File: src/rtl/loba_iter.sv
// loba_iter: iterative approximate unsigned multiplier.
// Each operand is split into up to S leading-one-anchored K-bit segments.
// The segment cross-products with i+j < L are summed, one term per cycle.
module loba_iter #(
    parameter int N = 16,
    parameter int K = 4,
    parameter int S = 2
) (
    input  logic           clk,
    input  logic           rst_n,
    input  logic           in_valid,
    output logic           in_ready,
    input  logic [N-1:0]   a,
    input  logic [N-1:0]   b,
    input  logic [2:0]     lvl,
    output logic           out_valid,
    input  logic           out_ready,
    output logic [2*N-1:0] p,
    output logic           busy
);

    // KW holds any shift amount up to 2*(N-K).
    // IW indexes the S segments.
    localparam int KW = $clog2(N) + 1;
    localparam int IW = (S > 1) ? $clog2(S) : 1;

    typedef enum logic [1:0] {IDLE, SPLIT, ACC, DONE} state_t;

    state_t                  state;
    logic [N-1:0]            a_reg;
    logic [N-1:0]            b_reg;
    logic [2:0]              l_reg;
    logic [S-1:0][K-1:0]     xa;
    logic [S-1:0][K-1:0]     xb;
    logic [S-1:0][KW-1:0]    ka;
    logic [S-1:0][KW-1:0]    kb;
    logic [2*N-1:0]          acc;
    logic [IW-1:0]           ti;
    logic [IW-1:0]           td;

    logic [S-1:0][K-1:0]     xa_c;
    logic [S-1:0][K-1:0]     xb_c;
    logic [S-1:0][KW-1:0]    ka_c;
    logic [S-1:0][KW-1:0]    kb_c;
    logic [2:0]              l_clamped;
    logic [IW-1:0]           tj;
    logic [KW-1:0]           sh_amt;
    logic [2*N-1:0]          term;
    logic                    last_term;

    // One segment step.
    // Take the K bits below and including the leading one, then clear them from the residual.
    // A residual narrower than K is taken whole, and nothing remains after it.
    function automatic logic [N+K+KW-1:0] seg_step(input logic [N-1:0] r);
        logic [N-1:0]  mask;
        logic [N-1:0]  rn;
        logic [K-1:0]  x;
        logic [KW-1:0] k;
        int            q;
        q = -1;
        for (int i = 0; i < N; i++) begin
            if (r[i]) q = i;
        end
        mask = '0;
        mask[K-1:0] = '1;
        rn = '0;
        x = '0;
        k = '0;
        if (q >= K - 1) begin
            x  = K'(r >> (q - K + 1));
            k  = KW'(q - K + 1);
            rn = r & ~(mask << (q - K + 1));
        end else if (q >= 0) begin
            x = r[K-1:0];
        end
        return {rn, x, k};
    endfunction

    assign in_ready = (state == IDLE) && rst_n;

    // Clamp the requested level into 1..S.
    always_comb begin
        l_clamped = lvl;
        if (lvl == 3'd0) begin
            l_clamped = 3'd1;
        end else if (lvl > 3'(S)) begin
            l_clamped = 3'(S);
        end
    end

    // Split both registered operands into S segments, chaining each residual into the next step.
    always_comb begin : split_blk
        logic [N-1:0] ra;
        logic [N-1:0] rb;
        ra = a_reg;
        rb = b_reg;
        xa_c = '0;
        xb_c = '0;
        ka_c = '0;
        kb_c = '0;
        for (int j = 0; j < S; j++) begin
            {ra, xa_c[j], ka_c[j]} = seg_step(ra);
            {rb, xb_c[j], kb_c[j]} = seg_step(rb);
        end
    end

    // Current term (ti, td-ti), computed at full product width, and the end-of-walk flag.
    always_comb begin
        tj        = td - ti;
        sh_amt    = ka[ti] + kb[tj];
        term      = ({{(2*N-K){1'b0}}, xa[ti]} * {{(2*N-K){1'b0}}, xb[tj]}) << sh_amt;
        last_term = (ti == td) && (3'(td) == (l_reg - 3'd1));
    end

    // Control FSM and datapath.
    // The terms are walked diagonal by diagonal (td = i+j), with i rising inside each diagonal.
    always_ff @(posedge clk) begin
        if (!rst_n) begin
            state     <= IDLE;
            a_reg     <= '0;
            b_reg     <= '0;
            l_reg     <= '0;
            xa        <= '0;
            xb        <= '0;
            ka        <= '0;
            kb        <= '0;
            acc       <= '0;
            ti        <= '0;
            td        <= '0;
            p         <= '0;
            out_valid <= 1'b0;
            busy      <= 1'b0;
        end else begin
            case (state)
                IDLE: begin
                    if (in_valid) begin
                        a_reg <= a;
                        b_reg <= b;
                        l_reg <= l_clamped;
                        acc   <= '0;
                        ti    <= '0;
                        td    <= '0;
                        busy  <= 1'b1;
                        state <= SPLIT;
                    end
                end
                SPLIT: begin
                    xa    <= xa_c;
                    xb    <= xb_c;
                    ka    <= ka_c;
                    kb    <= kb_c;
                    state <= ACC;
                end
                ACC: begin
                    acc <= acc + term;
                    if (last_term) begin
                        p         <= acc + term;
                        out_valid <= 1'b1;
                        state     <= DONE;
                    end else if (ti == td) begin
                        ti <= '0;
                        td <= td + 1'b1;
                    end else begin
                        ti <= ti + 1'b1;
                    end
                end
                DONE: begin
                    if (out_ready) begin
                        out_valid <= 1'b0;
                        busy      <= 1'b0;
                        state     <= IDLE;
                    end
                end
                default: state <= IDLE;
            endcase
        end
    end

endmodule

File: config.mk
export PLATFORM = sky130hd
export DESIGN_NAME = loba_iter
export DESIGN_NICKNAME = d
export VERILOG_FILES = /design/src/rtl/loba_iter.sv
export SDC_FILE = /design/constraint.sdc
export NUM_CORES = 1
export LEC_CHECK = 0
export CAP_MARGIN = 20
export CORE_MARGIN = 1.5
export CORE_UTILIZATION = 58
export CTS_CLUSTER_SIZE = 16
export DETAILED_ROUTE_END_ITERATION = 12
export PLACE_DENSITY = 0.87
export SYNTH_ARGS = -nofsm -noshare
export SYNTH_HDL_FRONTEND = slang
export SYNTH_SLANG_ARGS = --single-unit
File: constraint.sdc
create_clock -name clk -period 8.75 [get_ports clk]
set_input_delay 0.875 -clock clk [delete_from_list [all_inputs] [get_ports clk]]
set_output_delay 0.875 -clock clk [all_outputs]
set_load 0.1 [all_outputs]
After elaboration in Yosys (flattened, before gate mapping) --
Cells that the tools add are included.
Storage, ports and cells: flip-flop bits (word level) 141, bits of input ports 39, output and inout bits 35, logic and storage cells 186
Operators by class: $add $sub $neg 14, multipliers 1, $lt $le $gt $ge 11, equality and inequality tests 10, shift operators 7, muxes and demuxes 106, bitwise operators 4, reduce and logical (&&, ||, !) cells 15
Operators with widths (number):
- $mux 32 | 65
- $add 32x2->32 const B | 4
- $ge 32x1->1 const B | 4
- $ge 32x3->1 const B | 4
- $shr 16x32->4 | 4
- $sub 32x4->32 const B | 4
- $pmux 32 s2 | 1
- $shl 4x32->16 const A | 2
- $mux 4 | 12
- $mux 5 | 8
- $add 32x32->32 | 1
- $and 16x16->16 | 2
- $mux 16 | 2
- $not 16->16 | 2
- $shl 8x5->32 | 1
- $reduce_and 3->1 | 4
- $ne 2x2->1 const B | 5
- $mul 4x4->8 | 1
- $mux 1 | 8
- $pmux 1 s2 | 4
- $pmux 2 s4 | 1
- $mux 2 | 3
- $mux 3 | 2
- $reduce_and 2->1 | 3
- other kinds (15) | 21

Longest topological paths before layout --
word-level depth 42, mapped depth 37

Least setup slack after synthesis --
OpenSTA, ideal clock, no wires.
path kind register to register, from register b_reg[15], to register xb[5] (netlist name), arrival time 7.650 ns, data required time 8.692 ns, path slack 1.041 ns, cell stages (with the launch flop) 37, path buffers 6, cells stage by stage dfxtp_1 -> buf_4 -> nor3b_1 -> nor3_2 -> a211oi_2 -> and2_1 -> clkbuf_1 -> buf_2 -> clkinv_1 -> ha_1 -> inv_1 -> nand2_1 -> ha_1 -> nand4b_1 -> nor4_1 -> and2_1 -> buf_1 -> nand2_1 -> o311ai_2 -> nand3_1 -> a21oi_1 -> o31ai_1 -> and2_1 -> buf_4 -> buf_4 -> ha_1 -> clkinv_1 -> nand2_1 -> ha_1 -> or4_1 -> nor4_1 -> inv_1 -> nor2_1 -> and3_1 -> nor4_2 -> a221oi_1 -> o211a_1
Between the ends: word-level cells in the longest chain between the ends 27
RTL lines:
- start: declaration | RTL line 31 | logic [N-1:0] b_reg;
- start signal: assignment | RTL line 121 | b_reg <= '0;
- start signal: assignment | RTL line 138 | b_reg <= b;
- $mux 32 | RTL line 62 | if (r[i]) q = i;
- $sub 32x4->32 | RTL line 72 | rn = r & ~(mask << (q - K + 1));
- $add 32x2->32 | RTL line 72
- $shl 4x32->16 | RTL line 72
- $not 16->16 | RTL line 72
- $and 16x16->16 | RTL line 72
- $mux 16 (*) | RTL line 69 | if (q >= K - 1) begin
- $mux 32 (16 in a row) | RTL line 62
- $sub 32x4->32
- $add 32x2->32
- $shr 16x32->4 | RTL line 70 | x = K'(r >> (q - K + 1));
- $mux 4 (*) | RTL line 69
- end signal: assignment | RTL line 124 | xb <= '0;
- end signal: assignment | RTL line 149 | xb <= xb_c;
- end: declaration | RTL line 34 | logic [S-1:0][K-1:0] xb;
Mark *: on every way between the ends. The rest lies on a longest branch, timed or not. A chain may end at the register's enable or synchronous reset.

Worst setup path after layout --
from register b_reg[14], to register xb[5] (netlist name)
Between the ends: word-level cells in the longest chain between the ends 28
RTL lines (RTL line):
- $mux 32 (2 in a row) | 62
- $sub 32x4->32 | 72
- $add 32x2->32 | 72
- $shl 4x32->16 | 72
- $not 16->16 | 72
- $and 16x16->16 | 72
- $mux 16 (*) | 69
- $mux 32 (16 in a row) | 62
- $sub 32x4->32
- $add 32x2->32
- $shr 16x32->4 | 70
- $mux 4 (*) | 69
Marks and branches as above.

==> impl_metrics.tcl <==
set metrics [dict create \
    worstSetupPathType "reg2reg" \
    antenna_found_initial 0 \
    r2r_slack_ns 0.63 \
    top_regs "acc (32), p (32)" \
    rows 54 \
    synth.cell_area_um2 12700 \
    synth-warning-count 0 \
    reg2regPathDepth 31 \
    worstHoldEndpoint "p[21]$_SDFFE_PN0P_" \
    place_congestion 0.963 \
    grt_usage_pct 31.4 \
    seq_area_frac_synth_pct 22.1 \
    mostFrequentLayoutCells "nand2_1 (239), nor2_1 (173), a21oi_1 (157), dfxtp_1 (141), ha_1 (83)" \
    setup-tns-final_ns 0 \
    start_util_pct 58.8 \
    final_common_cell "nand2_1" \
    post-dp-hpwl_um 25800 \
    io_pins 74 \
    cts_tree "yes" \
    min_path_cells 2 \
    fillers 1831 \
    nets 1864 \
    timing.final.crit_share_pct 92.8 \
    worstPathRequired_ns 9.13 \
    timing.rr.start "b_reg[14]$_SDFFE_PN0P_" \
    min_period_ns 8.12 \
    critPathMaxFanout 14 \
    finalNonFillerCells 2027 \
    drc 0 \
    synth_nets 1858 \
    drive_above_1_share_pct 7.44 \
    first_pass_iters 8 \
    dp_cells 1991 \
    io_buffers 72 \
    cts_root_buffer "clkbuf_16" \
    numCtsBuffers 17 \
    worst_pin_slew_ns 1.05 \
    cts_max_level 4 \
    crit_top_cell "ha_1" \
    synthArstFlopShare_pct 0 \
    avgViaCountPerCell 6.52 \
    hp-class "reg2reg" \
    wl_um 36200 \
    worstSkewPairLatency_ns 0.44 \
    reg2reg_to "xb[5]$_SDFFE_PN0N_" \
    hold_start "p[21]$_SDFFE_PN0P_" \
    wl_per_cell_um 17.9 \
    setup_violations 0 \
    relSlewSlack_pct 29.9 \
    fmax_mhz 123 \
    cpMaxStageDelayCell "and2_1" \
    cp_slowest_stage_delay_ns 0.65 \
    grt_max_degree 76 \
    grt_pass1_vias 12145 \
    postRouteAntennaNets 0 \
    grt_first_pass_wirelength_um 58400 \
    ys_ff_latch 141 \
    die-height_um 151 \
    die-area_um2 22900 \
    ir_drop_mv 0.494 \
    status "finished clean" \
    die_width_um 151 \
    vias 13217 \
    worst_setup_path_end_kind "register" \
    hold_violations 0 \
    drt_iter0_drc 1528 \
    num_antenna_cells 0 \
    finalMaxSlewViolations 0 \
    synth.avg_cell_area_um2 7.38 \
    skew_ns 0.0141 \
    synth_edf_count 0 \
    worst_setup_path_start_kind "register" \
    synthFlopType "dfxtp_1" \
    crit_arrival_ns 8.50 \
    rsz0062_at_grt "no" \
    p_per_area_nw_per_um2 431 \
    synthCells 1728 \
    postCtsHoldBufs 0 \
    ys_types 99 \
    cts.sinks 141 \
    p_leak_nw 5.57 \
    clk_pin_slew_ns 0.06 \
    ff_latch_area_um2 2820 \
    core-area_um2 21700 \
    grt_overflow 0 \
    synthToLayoutAreaGrowth_pct 11.5 \
    maxCapViolCount 0 \
    multiInputGateArea_um2 9230 \
    clock_path_buffers 2 \
]
## cell type report
| type | instances | share of cell area (%) |
|---|---|---|
| inverters | 61 | 1.62 |
| flip-flops and latches | 141 | 19.9 |
| clock buffers | 18 | 3.09 |
| repair buffers | 98 | 6.77 |
| clock inverters | 14 | 1.29 |
| multi-input cells | 1415 | 64.9 |
| well taps | 280 | 2.46 |
## logic make-up (layout without fill, tap and decap cells)
logic type	Yosys count	in the layout	synth area share, %
AND/OR/NAND/NOR	679	679	25.0
XOR/XNOR	47	47	3.41
adder cells (fa/ha/maj)	91	91	9.29
multiplexers	62	62	5.58
AO/OA/AOI/OAI	536	536	29.0
buffers and inverters	172	191	5.56
flip-flops	141	141	22.1
## stage by stage
stage | utilization (%) | area (um2) | setup WS (ns) | hold WS [ns] | power (mW)
4_1_cts | 65.3 | 14200 | 0.680 | 0.456 | 5.98
3_5_place_dp | 62.4 | 13500 | 0.724 | 0.447 | 5.19
5_1_grt | 65.5 | 14200 | 0.00132 | 0.478 | 6.59
2_1_floorplan | - | 12700 | 1.04 | 0.436 | 4.35
6_report | 65.5 | 14200 | 0.633 | 0.449 | 6.13
3_3_place_gp | 62.3 | 13500 | 0.890 | 0.441 | 5.11
## worst max-delay path by stage
stage,startpoint,endpoint,slack [ns],depth (start not counted)
after detailed placement,a_reg[0]$_SDFFE_PN0P_,xa[6]$_SDFFE_PN0N_,0.72,29
after CTS,a_reg[0]$_SDFFE_PN0P_,xa[6]$_SDFFE_PN0N_,0.68,29
final,b_reg[14]$_SDFFE_PN0P_,xb[5]$_SDFFE_PN0N_,0.63,31
after global placement,a_reg[0]$_SDFFE_PN0P_,xa[6]$_SDFFE_PN0N_,0.89,29
after global routing,a_reg[0]$_SDFFE_PN0P_,xa[6]$_SDFFE_PN0N_,0.001,29
after floorplan,b_reg[15]$_SDFFE_PN0P_,xb[5]$_SDFFE_PN0N_,1.04,36
## layer usage
metal  wire [um]  global-route usage [%]  vias up
li1            -                       -     6326
met3        2920                    4.79       95
met4         891                    10.3        0
met5           0                       0        -
met2       16600                    51.2      600
met1       15800                    42.1     6196
## cell usage after synthesis (15+ instances only)
| master | n | area (um2) |
|---|---|---|
| buf_2 | 26 | 130 |
| dfxtp_1 | 141 | 2820 |
| o31ai_1 | 17 | 128 |
| xnor2_1 | 29 | 254 |
| a31oi_1 | 32 | 200 |
| ha_1 | 85 | 1060 |
| and2_1 | 24 | 150 |
| nand2_1 | 239 | 897 |
| xor2_1 | 15 | 131 |
| a21o_1 | 24 | 180 |
| nor3_1 | 41 | 205 |
| a22oi_1 | 32 | 240 |
| a211oi_1 | 24 | 180 |
| nor2_1 | 174 | 653 |
| nand3_1 | 64 | 320 |
| mux2i_1 | 44 | 440 |
| a21oi_1 | 158 | 791 |
| o21ai_0 | 75 | 375 |
| clkbuf_1 | 73 | 274 |
| nand2b_1 | 31 | 194 |
| inv_1 | 54 | 203 |
## worst max-delay path: cells and delay by family, from the launching register on
kind | cells | cell delay, ns
flip-flops | 1 | 0.51
AO/OA/AOI/OAI | 5 | 1.48
AND/OR/NAND/NOR | 17 | 3.93
adder cells (fa/ha/maj) | 4 | 1.16
buffers and inverters | 5 | 0.95
## where the power goes
part / internal, mW / switching, mW / total, mW
clock network: 0.462 / 0.305 / 0.767
registers: 0.745 / 0.125 / 0.870
logic: 1.57 / 2.92 / 4.49
total: 2.78 / 3.35 / 6.13
## what timing repair did
| item | CTS | global route |
|---|---|---|
| hold endpoints to repair | 0 | 0 |
| resized for setup | 0 | 1 |
| setup endpoints to repair | 0 | 3 |
| buffers inserted | 0 | 0 |
No activity file was read; power rests on OpenSTA's default activity.
